[config.mk]
export PLATFORM = sky130hd
export DESIGN_NAME = mmio_input_reader
export DESIGN_NICKNAME = d
export VERILOG_FILES = /design/src/rtl/mmio_input_reader.sv
export SDC_FILE = /design/constraint.sdc
export NUM_CORES = 1
export LEC_CHECK = 0
export ABC_CLOCK_PERIOD_IN_PS = 4290
export BUFFER_PORTS_ARGS = -buffer_cell sky130_fd_sc_hd__buf_2
export CORE_MARGIN = 1.5
export CORE_UTILIZATION = 60
export DETAILED_ROUTE_END_ITERATION = 6
export GPL_TIMING_DRIVEN = 0
export PLACE_DENSITY = 0.8
export SYNTH_ARGS = -nofsm -noshare
export SYNTH_HDL_FRONTEND = slang
export SYNTH_SLANG_ARGS = --single-unit
[constraint.sdc]
create_clock -name I_CLOCK -period 4.29 [get_ports I_CLOCK]
set_clock_uncertainty 0.05 [all_clocks]
set_input_delay 0.429 -clock I_CLOCK [delete_from_list [all_inputs] [get_ports I_CLOCK]]
set_output_delay 0.429 -clock I_CLOCK [all_outputs]
set_load 0.01 [all_outputs]
[src/rtl/mmio_input_reader.sv]
// mmio_input_reader: load-side MMIO port serving synchronized switches, debounced keys,
// sticky key-press events (read-to-clear) and a free-running cycle timer.
module mmio_input_reader #(
    parameter int         DEBOUNCE_CYCLES = 50000,
    parameter int         DB_CNT_WIDTH    = 16,
    parameter logic [9:0] ADDR_SW         = 10'h3F8,
    parameter logic [9:0] ADDR_KEY        = 10'h3F9,
    parameter logic [9:0] ADDR_KEYEVT     = 10'h3FA,
    parameter logic [9:0] ADDR_TIMER      = 10'h3FB
) (
    input  logic        I_CLOCK,
    input  logic        I_LOCK,
    input  logic [9:0]  I_SW,
    input  logic [3:0]  I_KEY,
    input  logic        I_RdValid,
    input  logic [9:0]  I_RdAddr,
    output logic        O_RdHit,
    output logic [15:0] O_RdData,
    output logic        O_KeyEvtAny
);
    logic [9:0] sw_s1, sw_s2;
    logic [3:0] key_s1, key_s2, key_db, db_next, evt, evt_next;
    logic [3:0][DB_CNT_WIDTH-1:0] cnt, cnt_next;
    logic [15:0] timer;
    logic sel_sw, sel_key, sel_evt, sel_tmr;

    assign sel_sw  = I_RdValid && I_RdAddr == ADDR_SW;
    assign sel_key = I_RdValid && I_RdAddr == ADDR_KEY;
    assign sel_evt = I_RdValid && I_RdAddr == ADDR_KEYEVT;
    assign sel_tmr = I_RdValid && I_RdAddr == ADDR_TIMER;
    assign O_RdHit = sel_sw | sel_key | sel_evt | sel_tmr;
    assign O_RdData = sel_sw  ? {6'b0, sw_s2} :
                      sel_key ? {12'b0, ~key_db} :
                      sel_evt ? {12'b0, evt} :
                      sel_tmr ? timer : 16'h0000;

    // a press landing on the clearing edge survives because the set term is ORed in last
    always_comb begin
        db_next  = key_db;
        cnt_next = '0;
        for (int i = 0; i < 4; i++)
            if (key_s2[i] != key_db[i]) begin
                if (cnt[i] == DB_CNT_WIDTH'(DEBOUNCE_CYCLES - 1)) db_next[i] = key_s2[i];
                else cnt_next[i] = cnt[i] + DB_CNT_WIDTH'(1);
            end
        evt_next = (sel_evt ? 4'h0 : evt) | (key_db & ~db_next);
    end

    always_ff @(negedge I_CLOCK or negedge I_LOCK)
        if (!I_LOCK) begin
            sw_s1       <= '0;
            sw_s2       <= '0;
            key_s1      <= 4'hF;
            key_s2      <= 4'hF;
            key_db      <= 4'hF;
            cnt         <= '0;
            evt         <= '0;
            O_KeyEvtAny <= 1'b0;
            timer       <= '0;
        end else begin
            sw_s1       <= I_SW;
            sw_s2       <= sw_s1;
            key_s1      <= I_KEY;
            key_s2      <= key_s1;
            key_db      <= db_next;
            cnt         <= cnt_next;
            evt         <= evt_next;
            O_KeyEvtAny <= |evt_next;
            timer       <= timer + 16'd1;
        end
endmodule

== Word-level counts from Yosys, hierarchy flattened ==
Index checks and enable logic that the tools add are counted.

* $add $sub $neg: 5
* Equal/unequal tests: 12
* Mux-type cells: 21
* Bitwise operators: 7
* Reductions and logical operators: 5

{| class="wikitable"
|+ Operators with widths
! kind !! number
|-
| 16-bit two-way mux || 12
|-
| 16-bit by 1-bit adder with 16-bit output (second input constant) || 5
|-
| 16-bit equality test (second input constant) || 4
|-
| 10-bit equality test (second input constant) || 4
|-
| 1-bit two-way mux || 8
|-
| 4-bit NOT || 2
|-
| 4-bit bitwise AND || 1
|-
| 1-bit logical AND || 4
|-
| 4-bit two-way mux || 1
|-
| 1-bit inequality test || 4
|-
| 4-bit OR || 1
|-
| 4-bit OR reduction || 1
|-
| 1-bit OR || 3
|}

* Register bits after elaboration: 117
* Input bits: 27

== Logic depth before layout (Yosys ltp) ==
* Word-level depth: 7
* Gate-level depth with buffers: 6

==> metrics <==
area delta synth->final=20.1%; CTS tree=done; asr flop ratio synth=1.00; R2R setup slack=2030 ps; uppermost layer routed=met4; combinational power share=0.031; outcome=finished clean; Psw=636 µW; Routability Congestion=0.859; Yosys Warn Count=0; M1 WL=4560 µm; sequential power share=0.424; fin. max-slew vios=0; Total Wirelength=10,800 µm; vias in the first global route=3,912; switching share of power=0.234; Critical R2R Capture=cnt[59]$_DFF_NN0_; hold path depth=0; Remaining DRCs=0; critical path arrival=3690 ps; worst r2r src=cnt[48]$_DFF_NN0_; DR iter-0 viols=151; Post-Synthesis Cells=492; first-pass GRT wire length=17,900 µm; die area=9270 µm²; syn avg cell area=10.6 µm²; Internal=2.08 mW; max_cap viols=0; DR WL/cell=15.7 µm; Top FF cell, synth=dfrtn_1; PostCTS Resize Cnt=0; net total in the final layout=599; GRT overflow=0; Leak=2.77 nW; Slew headroom=0.517; DIE HEIGHT=96.3 µm; kind of critical path=reg2out; via count=3,884; clock buffers created by TritonCTS=17; pin count of the biggest net entering global routing=63; initial antenna violation count=0; Worst EP required=3810 ps; Final Total Pwr=2.72 mW; syn_nets=524; # clock sinks=117; layout cell share with drive strength beyond 1=0.179; Via density=5.67; Final setup viols=0; worst-path fanout max=6; Worst-path clk slew=50 ps; pwr dens=434 nW/µm²; R2R depth=6; min-delay src=sw_s1[7]$_DFF_NN0_; HPWL after DPL=6710 µm; met3 routed WL=454 µm; commonest non-fill, non-tap cell in the layout=dfrtn_1; Least-Margin Pin Slew=724 ps; Hold Fails Final Rpt=0; starting density of the core=0.626; worst vdd ir=0.000423 V; Clock Tree Root=clkbuf_8; CTS Hold Bufs=0; Ports=45; CTS H-Tree Depth=4; DRT antenna net count=0; number of enable flip-flop cells after synthesis=0; hold crit path type=reg2reg; Die Wd=96.3 µm; setup_tns=0 ps; register area share after synthesis=0.564; CTS max path bufs=2; row count=33; diodes inserted=0; number of I/O port buffers=44; setup repair bufs after CTS=0; Finished Core Util=0.752; Critical Path Source Type=flip-flop; Distinct cells, synth=44; DR pass1 iterations=4; Tot GR Track Use=0.258; #FFs+latches synth=117; most frequent cells in the layout=105 x dfrtn_1, 77 x nor2_1, 44 x xnor2_1, 44 x buf_2, 31 x inv_1; Hold Path Sink=sw_s2[7]$_DFF_NN0_; unrepaired setup endpoints after global routing=false; wire length on met2=5570 µm; Clock power frac=0.545; worst-skew pair later-pin latency=480 ps; area of the core=8340 µm²; Synth Cell Area=5220 µm²; crit path capture type=primary output
synth_stat cells, types with 3 or more instances:
cell / instances / area [µm²]
o21ai_0: 4 / 20.0
dfrtn_1: 105 / 2630
a22oi_1: 7 / 52.6
or3_1: 8 / 50.1
xnor2_1: 44 / 385
nor4_1: 13 / 81.3
a211oi_1: 8 / 60.1
nor2_1: 77 / 289
mux2_2: 4 / 45.0
nor3_1: 14 / 70.1
and4_1: 7 / 61.3
nor4bb_1: 4 / 40.0
nand2_1: 22 / 82.6
clkbuf_1: 8 / 30.0
and3_1: 9 / 56.3
dfstp_2: 12 / 315
a21oi_1: 11 / 55.1
or2_2: 3 / 18.8
and2_1: 7 / 43.8
nand3_1: 25 / 125
nand4_1: 21 / 131
ha_1: 5 / 62.6
inv_1: 20 / 75.1
xor2_1: 22 / 193
nor2b_1: 9 / 56.3
cell families (layout without fill, tap and decap cells):
group | Yosys count | after routing | synth area share
mux | 4 | 4 | 0.00863
compound gates | 38 | 38 | 0.0489
flops | 117 | 117 | 0.564
simple gates | 232 | 232 | 0.234
xor+xnor | 66 | 66 | 0.111
fa+ha+maj | 5 | 5 | 0.0120
buf+inv | 30 | 118 | 0.0225
worst max-delay path by stage:
stage | from | endpoint | depth (start not counted) | slack (ps)
6_report | timer[2]$_DFF_NN0_ | O_RdData[2] | 3 | 120
5_1_grt | sw_s2[1]$_DFF_NN0_ | O_RdData[1] | 4 | 40
4_1_cts | key_db[3]$_DFF_NN1_ | O_RdData[3] | 4 | 130
3_5_place_dp | I_RdAddr[2] | O_KeyEvtAny$_DFF_NN0_ | 5 | 520
3_3_place_gp | I_LOCK | cnt[9]$_DFF_NN0_ | 1 | -590
2_1_floorplan | timer[2]$_DFF_NN0_ | O_RdData[2] | 2 | 760
stage by stage:
| step | setup slack (ps) | hold WS [ps] | instances | area (µm²) |
|---|---|---|---|---|
| finish | 124 | 244 | 685 | 6270 |
| global route | 35.6 | 248 | 685 | 6270 |
| CTS | 125 | 247 | 685 | 6270 |
| detailed placement | 523 | 246 | 642 | 5600 |
| global placement | -594 | 245 | 641 | 5570 |
| floorplan | 759 | 242 | 492 | 5220 |
power groups by stage:
stage | registers [mW] | clock network, mW | logic [mW]
CTS | 1.15 | 1.50 | 0.0855
global route | 1.16 | 1.56 | 0.0982
detailed placement | 1.17 | 0.0186 | 0.0836
finish | 1.15 | 1.48 | 0.0836
floorplan | 1.17 | 0.0186 | 0.0370
global placement | 1.17 | 0.0186 | 0.0771
layer usage:
layer  up-vias  track usage
li1       1861            -
met1      1919        0.312
met2        88        0.437
met3        16       0.0632
met4         0        0.112
met5         -            0
registers in the layout, indices dropped and copies added, names as in the netlist:
signal       cells
cnt             64
key_s2           4
timer           16
evt              4
key_db           4
key_s1           4
sw_s1           10
sw_s2           10
O_KeyEvtAny      1
worst max-delay path: stages (launching register included):
cell      delay (ps)
dfrtn_1          510
a21oi_1           90
a211oi_1         310
buf_2            190
cell type report:
class,instances,area (µm²)
fillers,547,2070
well taps,105,131
inverters,19,71.3
clock buffers,22,539
repair buffers,45,250
multi-input cells,345,2160
plain buffers,10,42.5
clock inverters,22,130
flip-flops and latches,117,2940
No activity file was read; power rests on OpenSTA's default activity.
